### config.mk
export PLATFORM = sky130hd
export DESIGN_NAME = cpu_sram_arbiter
export DESIGN_NICKNAME = d
export VERILOG_FILES = /design/src/rtl/cpu_sram_arbiter_pkg.sv /design/src/rtl/cpu_sram_arbiter_tag_fifo.sv /design/src/rtl/cpu_sram_arbiter.sv
export SDC_FILE = /design/constraint.sdc
export NUM_CORES = 1
export LEC_CHECK = 0
export ABC_AREA = 0
export CORE_AREA = 2 2 124 126
export CTS_BUF_LIST = sky130_fd_sc_hd__clkbuf_8
export DETAILED_ROUTE_END_ITERATION = 6
export DIE_AREA = 0 0 126 128
export PLACE_DENSITY_LB_ADDON = 0.05
export SLEW_MARGIN = 20
export SYNTH_ARGS = -nofsm -noshare
export SYNTH_HDL_FRONTEND = slang
export SYNTH_SLANG_ARGS = --single-unit
export TNS_END_PERCENT = 10
### constraint.sdc
create_clock -name aclk -period 2.8 [get_ports aclk]
set_input_delay 0.56 -clock aclk [delete_from_list [all_inputs] [get_ports aclk]]
set_output_delay 0.56 -clock aclk [all_outputs]
set_load 0.005 [all_outputs]
### src/rtl/cpu_sram_arbiter_pkg.sv
// Shared types and constants for the CPU inst/data SRAM-port arbiter.
// Optional build macro: ARB_RAW_HOLD_EN adds write/address fields to each
// tag entry so that reads can be held behind outstanding writes to the same word.
package cpu_arb_pkg;

  localparam logic SRC_INST = 1'b0;
  localparam logic SRC_DATA = 1'b1;

  localparam logic [0:0] ARB_IDLE = 1'b0;
  localparam logic [0:0] ARB_HOLD = 1'b1;

  typedef struct packed {
    logic        src;
`ifdef ARB_RAW_HOLD_EN
    logic        wr;
    logic [29:0] addr;
`endif
  } tag_t;

  localparam int unsigned TAG_W = $bits(tag_t);

endpackage

### src/rtl/cpu_sram_arbiter_tag_fifo.sv
// In-order tag queue: remembers which requester owns each accepted request.
// Optional build macro: ARB_RAW_HOLD_EN exposes every entry and its valid bit
// so the arbiter can compare pending reads against queued writes.
module arb_tag_fifo #(
  parameter int unsigned WIDTH = 1,
  parameter int unsigned DEPTH = 2
) (
  input  logic             aclk,
  input  logic             areset,
  input  logic             push,
  input  logic [WIDTH-1:0] push_data,
  input  logic             pop,
  output logic             full,
  output logic             empty,
  output logic [WIDTH-1:0] head
`ifdef ARB_RAW_HOLD_EN
  ,
  output logic [DEPTH*WIDTH-1:0] snoop_data,
  output logic [DEPTH-1:0]       snoop_valid
`endif
);

  localparam int unsigned PW = (DEPTH > 1) ? $clog2(DEPTH) : 1;
  localparam int unsigned CW = $clog2(DEPTH) + 1;

  logic [WIDTH-1:0] mem [DEPTH];
  logic [PW-1:0]    wr_ptr;
  logic [PW-1:0]    rd_ptr;
  logic [CW-1:0]    count;
  logic             do_push;
  logic             do_pop;

  // pointer advance with explicit wrap so a depth of 1 stays at slot 0
  function automatic logic [PW-1:0] next_ptr(input logic [PW-1:0] p);
    return (p == PW'(DEPTH - 1)) ? '0 : p + 1'b1;
  endfunction

  // status flags and guarded push/pop strobes
  always_comb begin
    full    = (count == CW'(DEPTH));
    empty   = (count == '0);
    do_push = push && !full;
    do_pop  = pop && !empty;
    head    = mem[rd_ptr];
  end

  // storage array, written only on a push
  always_ff @(posedge aclk) begin
    if (do_push) mem[wr_ptr] <= push_data;
  end

  // pointers and occupancy count
  always_ff @(posedge aclk) begin
    if (areset) begin
      wr_ptr <= '0;
      rd_ptr <= '0;
      count  <= '0;
    end else begin
      if (do_push) wr_ptr <= next_ptr(wr_ptr);
      if (do_pop)  rd_ptr <= next_ptr(rd_ptr);
      case ({do_push, do_pop})
        2'b10:   count <= count + 1'b1;
        2'b01:   count <= count - 1'b1;
        default: count <= count;
      endcase
    end
  end

`ifdef ARB_RAW_HOLD_EN
  logic [DEPTH-1:0] vld;

  // per-slot valid bits so every live entry can be snooped
  always_ff @(posedge aclk) begin
    if (areset) begin
      vld <= '0;
    end else begin
      if (do_pop)  vld[rd_ptr] <= 1'b0;
      if (do_push) vld[wr_ptr] <= 1'b1;
    end
  end

  // flatten the storage for the address compare in the arbiter
  always_comb begin
    snoop_data = '0;
    for (int unsigned j = 0; j < DEPTH; j++) snoop_data[j*WIDTH +: WIDTH] = mem[j];
    snoop_valid = vld;
  end
`endif

endmodule

### src/rtl/cpu_sram_arbiter.sv
// Merges the CPU inst and data SRAM-like ports into one port for the AXI bridge.
// Data wins by default; inst is forced after STARVE_MAX data grants in a row.
// A granted request is held until accepted; responses are routed in order
// through a tag queue of depth OUTSTANDING.
// Optional build macro: ARB_RAW_HOLD_EN holds back reads that hit a queued write.
module cpu_sram_arbiter
  import cpu_arb_pkg::*;
#(
  parameter int unsigned OUTSTANDING = 2,
  parameter int unsigned STARVE_MAX  = 3
) (
  input  logic        aclk,
  input  logic        areset,
  input  logic        i_req,
  input  logic        i_wr,
  input  logic [1:0]  i_size,
  input  logic [31:0] i_addr,
  input  logic [3:0]  i_wstrb,
  input  logic [31:0] i_wdata,
  output logic        i_addr_ok,
  output logic        i_data_ok,
  output logic [31:0] i_rdata,
  input  logic        d_req,
  input  logic        d_wr,
  input  logic [1:0]  d_size,
  input  logic [31:0] d_addr,
  input  logic [3:0]  d_wstrb,
  input  logic [31:0] d_wdata,
  output logic        d_addr_ok,
  output logic        d_data_ok,
  output logic [31:0] d_rdata,
  output logic        m_req,
  output logic        m_wr,
  output logic [1:0]  m_size,
  output logic [31:0] m_addr,
  output logic [3:0]  m_wstrb,
  output logic [31:0] m_wdata,
  input  logic        m_addr_ok,
  input  logic        m_data_ok,
  input  logic [31:0] m_rdata
);

  localparam int unsigned SW = $clog2(STARVE_MAX + 2);

  logic [0:0]    state;
  logic          gnt_src;
  logic [SW-1:0] starve_cnt;
  logic          i_elig;
  logic          d_elig;
  logic          cur_valid;
  logic          cur_src;
  logic          accept;
  logic          pop;
  logic          full;
  logic          empty;
  tag_t          push_tag;
  tag_t          head_tag;

`ifdef ARB_RAW_HOLD_EN
  logic [OUTSTANDING*TAG_W-1:0] snoop_data;
  logic [OUTSTANDING-1:0]       snoop_valid;
  logic                         i_hit;
  logic                         d_hit;
  logic                         unused_bits;

  // word-address match of each candidate against every queued write
  always_comb begin
    i_hit = 1'b0;
    d_hit = 1'b0;
    for (int unsigned j = 0; j < OUTSTANDING; j++) begin
      if (snoop_valid[j] && snoop_data[j*TAG_W + 30]) begin
        if (snoop_data[j*TAG_W +: 30] == i_addr[31:2]) i_hit = 1'b1;
        if (snoop_data[j*TAG_W +: 30] == d_addr[31:2]) d_hit = 1'b1;
      end
    end
    i_elig = i_req && !(!i_wr && i_hit);
    d_elig = d_req && !(!d_wr && d_hit);
  end

  assign unused_bits = ^{head_tag, snoop_data};
`else
  // without the hazard check every raised request is eligible
  always_comb begin
    i_elig = i_req;
    d_elig = d_req;
  end
`endif

  // grant selection: fresh choice in IDLE, latched source in HOLD
  always_comb begin
    cur_valid = 1'b0;
    cur_src   = SRC_DATA;
    if (state == ARB_HOLD) begin
      cur_valid = 1'b1;
      cur_src   = gnt_src;
    end else begin
      cur_valid = i_elig || d_elig;
      if (i_elig && ((starve_cnt == SW'(STARVE_MAX)) || !d_elig)) cur_src = SRC_INST;
    end
  end

  // merged request, payload mux, handshakes and response routing
  always_comb begin
    m_req     = cur_valid && !full && !areset;
    m_wr      = (cur_src == SRC_INST) ? i_wr    : d_wr;
    m_size    = (cur_src == SRC_INST) ? i_size  : d_size;
    m_addr    = (cur_src == SRC_INST) ? i_addr  : d_addr;
    m_wstrb   = (cur_src == SRC_INST) ? i_wstrb : d_wstrb;
    m_wdata   = (cur_src == SRC_INST) ? i_wdata : d_wdata;
    accept    = m_req && m_addr_ok;
    i_addr_ok = accept && (cur_src == SRC_INST);
    d_addr_ok = accept && (cur_src == SRC_DATA);
    pop       = m_data_ok && !empty && !areset;
    i_data_ok = pop && (head_tag.src == SRC_INST);
    d_data_ok = pop && (head_tag.src == SRC_DATA);
    i_rdata   = m_rdata;
    d_rdata   = m_rdata;
    push_tag  = '0;
    push_tag.src = cur_src;
`ifdef ARB_RAW_HOLD_EN
    push_tag.wr   = m_wr;
    push_tag.addr = m_addr[31:2];
`endif
  end

  // IDLE/HOLD state and latched grant source
  always_ff @(posedge aclk) begin
    if (areset) begin
      state   <= ARB_IDLE;
      gnt_src <= SRC_INST;
    end else if (state == ARB_IDLE) begin
      if (m_req && !m_addr_ok) begin
        state   <= ARB_HOLD;
        gnt_src <= cur_src;
      end
    end else if (accept) begin
      state <= ARB_IDLE;
    end
  end

  // consecutive data acceptances seen while inst is waiting
  always_ff @(posedge aclk) begin
    if (areset) begin
      starve_cnt <= '0;
    end else if ((accept && (cur_src == SRC_INST)) || !i_req) begin
      starve_cnt <= '0;
    end else if (accept && (starve_cnt != SW'(STARVE_MAX))) begin
      starve_cnt <= starve_cnt + 1'b1;
    end
  end

  arb_tag_fifo #(
    .WIDTH(TAG_W),
    .DEPTH(OUTSTANDING)
  ) u_tag_fifo (
    .aclk       (aclk),
    .areset     (areset),
    .push       (accept),
    .push_data  (push_tag),
    .pop        (pop),
    .full       (full),
    .empty      (empty),
    .head       (head_tag)
`ifdef ARB_RAW_HOLD_EN
    ,
    .snoop_data (snoop_data),
    .snoop_valid(snoop_valid)
`endif
  );

`ifndef SYNTHESIS
  // the bridge must never answer when nothing is in flight
  a_no_orphan_resp: assert property (@(posedge aclk) disable iff (areset) !(m_data_ok && empty));
`endif

endmodule

# ---- Word level (Yosys, flattened, before mapping)
# Memory sizes are Yosys's and may differ from the RTL's. A register that Yosys moved wholly into a read port is not among the register bits.
# Cells that the tools add are included.
dict set report word_totals {
  ff_bits 9
  latch_bits 0
  mem_bits_rw 2
  romBits 0
  mem_count 1
}
# memory depth word_bits read_ports rd_ports_with_merged_regs write_ports line
set mem_list {}
lappend mem_list {u_tag_fifo.mem 2 1 1 1 1 cpu_sram_arbiter_tag_fifo.sv:26} ;# logic [WIDTH-1:0] mem [DEPTH];
dict set report op_classes {
  addsub 5
  mul 0
  n_div 0
  n_lt_le_gt_ge 0
  eq_ne 5
  shift 0
  mux 18
  n_bitwise 3
  reduce_logical 27
}
# op count
set ops {}
lappend ops {{$mux 32} 2}
lappend ops {{$logic_and 1x1->1} 14}
lappend ops {{$mux 1} 13}
lappend ops {{$logic_not 1->1} 6}
lappend ops {{$eq 2x2->1 const B} 2}
lappend ops {{$mux 4} 1}
lappend ops {{$pmux 2 s2} 1}
lappend ops {{$add 3x1->3 const B} 1}
lappend ops {{$eq 3x2->1 const B} 1}
lappend ops {{$logic_or 1x1->1} 3}
lappend ops {{$ne 3x2->1 const B} 1}
lappend ops {{$not 1->1} 3}
lappend ops {{$add 1x1->1 const B} 2}
lappend ops {{$add 2x1->2 const B} 1}
lappend ops {{$eq 2x1->1 const B} 1}
lappend ops {{$logic_not 2->1} 1}
lappend ops {{$mux 2} 1}
lappend ops {{$reduce_and 2->1} 1}
lappend ops {{$reduce_bool 2->1} 1}
lappend ops {{$reduce_or 2->1} 1}
lappend ops {{$sub 2x1->2 const B} 1}

# ---- Longest topological paths before layout
dict set report logic_depth {
  word_depth 9
  mapped_depth 8
}

# ---- Hierarchy
# A second synthesis with hierarchy kept.
dict set report hier_totals {
  cells_unflattened 214
  hier_area_um2 2107.0
}
# mod n_inst cells_each area_each_um2 seq_area_each_um2
set by_module_without_submodules {}
lappend by_module_without_submodules {cpu_sram_arbiter 1 185 1811.7 100.1}
lappend by_module_without_submodules {arb_tag_fifo 1 29 295.3 160.2}

# ---- Least setup slack after synthesis
# Ideal clock, no wire load.
dict set report synth_path {
  path_type {register to output}
  start {register starve_cnt[0]}
  end {output port m_size[1]}
  arrival_time_ns 1.589
  t_required_ns 2.240
  path_slack_ns 0.651
  stages_incl_launch_ff 7
  n_path_buf 1
  path_cell_list {dfxtp_1 -> ha_1 -> ha_1 -> nor2b_1 -> o21ai_2 -> buf_2 -> mux2_2}
}
dict set report synth_between {
  elab_chain_cells 6
}
# item line
set synth_rtl {}
lappend synth_rtl {{start: declaration} cpu_sram_arbiter.sv:47} ;# logic [SW-1:0] starve_cnt;
lappend synth_rtl {{start signal: assignment} cpu_sram_arbiter.sv:148} ;# starve_cnt <= starve_cnt + 1'b1;
lappend synth_rtl {{$eq 3x2->1} cpu_sram_arbiter.sv:98} ;# if (i_elig && ((starve_cnt == SW'(STARVE_MAX)) || !d_elig)) cur_src = SRC_INST;
lappend synth_rtl {{$logic_or 1x1->1} cpu_sram_arbiter.sv:98}
lappend synth_rtl {{$logic_and 1x1->1} cpu_sram_arbiter.sv:98}
lappend synth_rtl {{$mux 1} cpu_sram_arbiter.sv:98}
lappend synth_rtl {{$mux 1} cpu_sram_arbiter.sv:93} ;# if (state == ARB_HOLD) begin
lappend synth_rtl {{$mux 2} cpu_sram_arbiter.sv:106} ;# m_size = (cur_src == SRC_INST) ? i_size : d_size;
lappend synth_rtl {{end: declaration} cpu_sram_arbiter.sv:34} ;# output logic [1:0] m_size,
# Every way passes these cells.

# ---- Final worst setup path
dict set report layout_path {
  start {input port d_req}
  end {output port m_wdata[25]}
}
dict set report layout_between {
  elab_chain_cells 6
}
# item line
set layout_rtl {}
lappend layout_rtl {{start: declaration} cpu_sram_arbiter.sv:23} ;# input logic d_req,
lappend layout_rtl {{$logic_not 1->1} cpu_sram_arbiter.sv:98}
lappend layout_rtl {{$logic_or 1x1->1} cpu_sram_arbiter.sv:98}
lappend layout_rtl {{$logic_and 1x1->1} cpu_sram_arbiter.sv:98}
lappend layout_rtl {{$mux 1} cpu_sram_arbiter.sv:98}
lappend layout_rtl {{$mux 1} cpu_sram_arbiter.sv:93}
lappend layout_rtl {{$mux 32} cpu_sram_arbiter.sv:109} ;# m_wdata = (cur_src == SRC_INST) ? i_wdata : d_wdata;
lappend layout_rtl {{end: declaration} cpu_sram_arbiter.sv:37} ;# output logic [31:0] m_wdata,
# Every way passes these cells.

==> impl_metrics.env <==
export IMPL_result_of_the_run="completed"
export IMPL_mappedNetlistArea_sq_um=1951
export IMPL_grt_max_degree=17
export IMPL_post_synth_inst_count=212
export IMPL_detail_route_antenna_nets=0
export IMPL_final_hold_violation_count=0
export IMPL_nets=569
export IMPL_maxCapViolations=0
export IMPL_initial_antenna_violation_count=0
export IMPL_critical_path_arrival_ns=2.21
export IMPL_share_comb_of_total_power=0.617
export IMPL_initialDrtViolationCount=20
export IMPL_tightest_slew_ns=0.3986
export IMPL_netlist_top_cells_area="mux2_2 (38%), buf_4 (25%), dfxtp_1 (10%), mux2_1 (3.5%), edfxtp_1 (3.1%)"
export IMPL_finalWorstSetupSlack_ns=0.03258
export IMPL_clock_insertion_delay_worst_skew_ns=0.24
export IMPL_dp_hpwl_microns=7781
export IMPL_critical_path_max_fanout=12
export IMPL_clk_path_buf_depth=2
export IMPL_core_rowCount=45
export IMPL_route_detailed_vias_per_inst=3.651
export IMPL_grt_ovfl_total=0
export IMPL_final_setup_viol_count=0
export IMPL_dieWidth_microns=126
export IMPL_numClockSinks=12
export IMPL_grt_first_pass_wirelength_microns=12790
export IMPL_areaGrowthSynthToFinish_pct=110.6
export IMPL_nFillCells=1632
export IMPL_grt_setup_unrepaired="yes"
export IMPL_power_density_nw_per_um2=246.5
export IMPL_pwr_share_clk=0.190
export IMPL_p_leak_uw=0.001621
export IMPL_synth_seq_cells=12
export IMPL_finalClockSkew_ns=0.001507
export IMPL_grt_use_met2=0.2062
export IMPL_slew_violations=0
export IMPL_clockRootBuffer="clkbuf_8"
export IMPL_power_switching_fraction=0.2544
export IMPL_grt_use_total=0.1028
export IMPL_synth_ff_type="dfxtp_1"
export IMPL_area_of_the_die_sq_um=16130
export IMPL_globalplace_congestion=0.6904
export IMPL_cp_start_kind="input pin"
export IMPL_first_global_vias=2231
export IMPL_synth_largest_area_cell="mux2_2"
export IMPL_die_height_microns=128
export IMPL_busiest_layer="met2"
export IMPL_hold_path_class="reg -> reg"
export IMPL_groute_layer_met1_usage=0.09965
export IMPL_netlist_cell_type_count=35
export IMPL_detail_route_drc_violations=0
export IMPL_path_clk_slew_ns=0.05
export IMPL_crit_required_ns=2.24
export IMPL_fin_tns_setup_ns=0
export IMPL_whs_ns=0.4380
export IMPL_detailedPlace_worstSlack_ns=-0.3665
export IMPL_worst_slew_margin_rel=0.7314
export IMPL_path_class="in -> out"
export IMPL_syn_area_per_cell_sq_um=9.201
export IMPL_detail_route_wirelength_microns=9062
export IMPL_ys_async_sr_fraction=0
export IMPL_setup_worst_path_end_class="output port"
export IMPL_edff_count_synth=2
export IMPL_final_period_minus_worst_setup_slack_ns=2.767
export IMPL_ys_warn_count=0
export IMPL_insertedDiodeCount=0
export IMPL_min_period_over_period=0.9884
export IMPL_area_sequential_sq_um=261.5
export IMPL_vdd_ir_drop_worst_v=0.00009187
export IMPL_gr_usage_met3=0.02838
export IMPL_fmax_mhz=361.3
export IMPL_synth_net_count=395
export IMPL_initial_utilization=0.1312
export IMPL_cts_tree="yes"
export IMPL_routedWlPerCell_microns=15.82
export IMPL_routed_via_count=2092
export IMPL_multi_input_comb_area_sq_um=1151
export IMPL_cts_htree_levels=1
export IMPL_seqPwrFrac=0.194
export IMPL_internal_power_uw=755.1
export IMPL_synth_yosys_seq_area_share=0.1334
export IMPL_numCtsBuffers=3
export IMPL_count_of_port_buffers_added_during_placement=223
export IMPL_drive_gt1_frac=0.2597
export IMPL_holdBufCountCts=0
export IMPL_switching_power_uw=257.6
export IMPL_floorplan_core_area_sq_um=14860
export IMPL_drtPass1Iterations=3
export IMPL_ioPinCount=320
export IMPL_top_area_cell_type_share_of_the_netlist_area=0.3752
[layout make-up]
type,instances,area share
Clock buffer,4,0.01340
Tap cell,188,0.05726
Multi-Input combinational cell,122,0.2802
Timing Repair Buffer,242,0.5803
Inverter,5,0.005178
Sequential cell,12,0.06366
[stage by stage]
step                        util  std cells  cell area [sq um]  total power (uW)
after floorplan                -        212               1951             475.5
after CTS                 0.2757        569               4098              1033
final                     0.2763        573               4108              1013
after detailed placement  0.2679        560               3983             848.7
after global placement    0.2679        560               3983             850.4
after global routing      0.2763        573               4108              1080
[layer usage]
| layer | share of wire | vias up |
|---|---|---|
| li1 | - | 1016 |
| met1 | 0.31 | 925 |
| met2 | 0.57 | 121 |
| met3 | 0.089 | 30 |
| met4 | 0.023 | 0 |
| met5 | 0 | - |
[worst max-delay path, cell delays in order]
cell             delay (ns)
dlygate4sd2_1          0.27
nor2b_2                0.17
o21ai_4                0.15
buf_12                 0.13
buf_4                  0.11
buf_12                 0.13
buf_4                  0.12
mux2_2                 0.32
clkdlybuf4s15_1        0.23
[cell families after synthesis]
group / after synthesis / share of synthesized area
compound gates: 13 / 0.04490
xor+xnor: 4 / 0.01796
fa+ha+maj: 3 / 0.01925
buf+inv: 78 / 0.2829
flops: 12 / 0.1334
mux: 72 / 0.4150
simple gates: 30 / 0.08659
[power groups by stage]
stage          registers (uW)  logic (uW)  clock network (uW)
4_1_cts                   196         636                 201
2_1_floorplan             198         278                   0
3_5_place_dp              200         648                   0
6_report                  196         624                 192
3_3_place_gp              200         650                   0
5_1_grt                   198         674                 208
[cell usage after synthesis, types with 2 or more instances]
| cell type | number |
|---|---|
| a21oi_1 | 4 |
| and2_1 | 2 |
| buf_2 | 7 |
| buf_4 | 64 |
| dfxtp_1 | 10 |
| edfxtp_1 | 2 |
| ha_1 | 3 |
| inv_1 | 4 |
| mux2_1 | 6 |
| mux2_2 | 65 |
| nand2_1 | 2 |
| nand2b_1 | 3 |
| nand3_1 | 2 |
| nor2_1 | 8 |
| nor2b_1 | 4 |
| o21ai_0 | 2 |
| o2bb2ai_1 | 2 |
| or2b_1 | 2 |
| or3_1 | 2 |
| xnor2_1 | 2 |
| xor2_1 | 2 |
[worst paths after layout]
path,startpoint,endpoint,slack [ns],depth (start not counted)
setup / recovery,d_req,m_wdata[25],0.03,9
hold / removal,starve_cnt[0],starve_cnt[0],0.44,1
setup reg to reg,flop,u_tag_fifo.count[1],0.83,7
hold reg to reg,starve_cnt[0],starve_cnt[0],0.44,1
[layout by cell type (no fill, tap or decap), types with 6 or more instances in the layout]
| cell | synthesis | layout |
|---|---|---|
| mux2_2 | 65 | 65 |
| mux2_1 | 6 | 6 |
| buf_4 | 64 | 12 |
| clkdlybuf4s50_1 | 0 | 162 |
| nor2_1 | 8 | 8 |
| dlygate4sd2_1 | 0 | 54 |
| dfxtp_1 | 10 | 9 |
[repair_timing]
action	4_1_cts	5_1_grt
gates cloned	2	0
pin swaps	1	1
setup endpoints to repair	73	25
resized for setup	76	9
endpoints found under the hold margin	0	0
buffers inserted	4	4
Note: power is estimated with default switching activity, not from simulation.
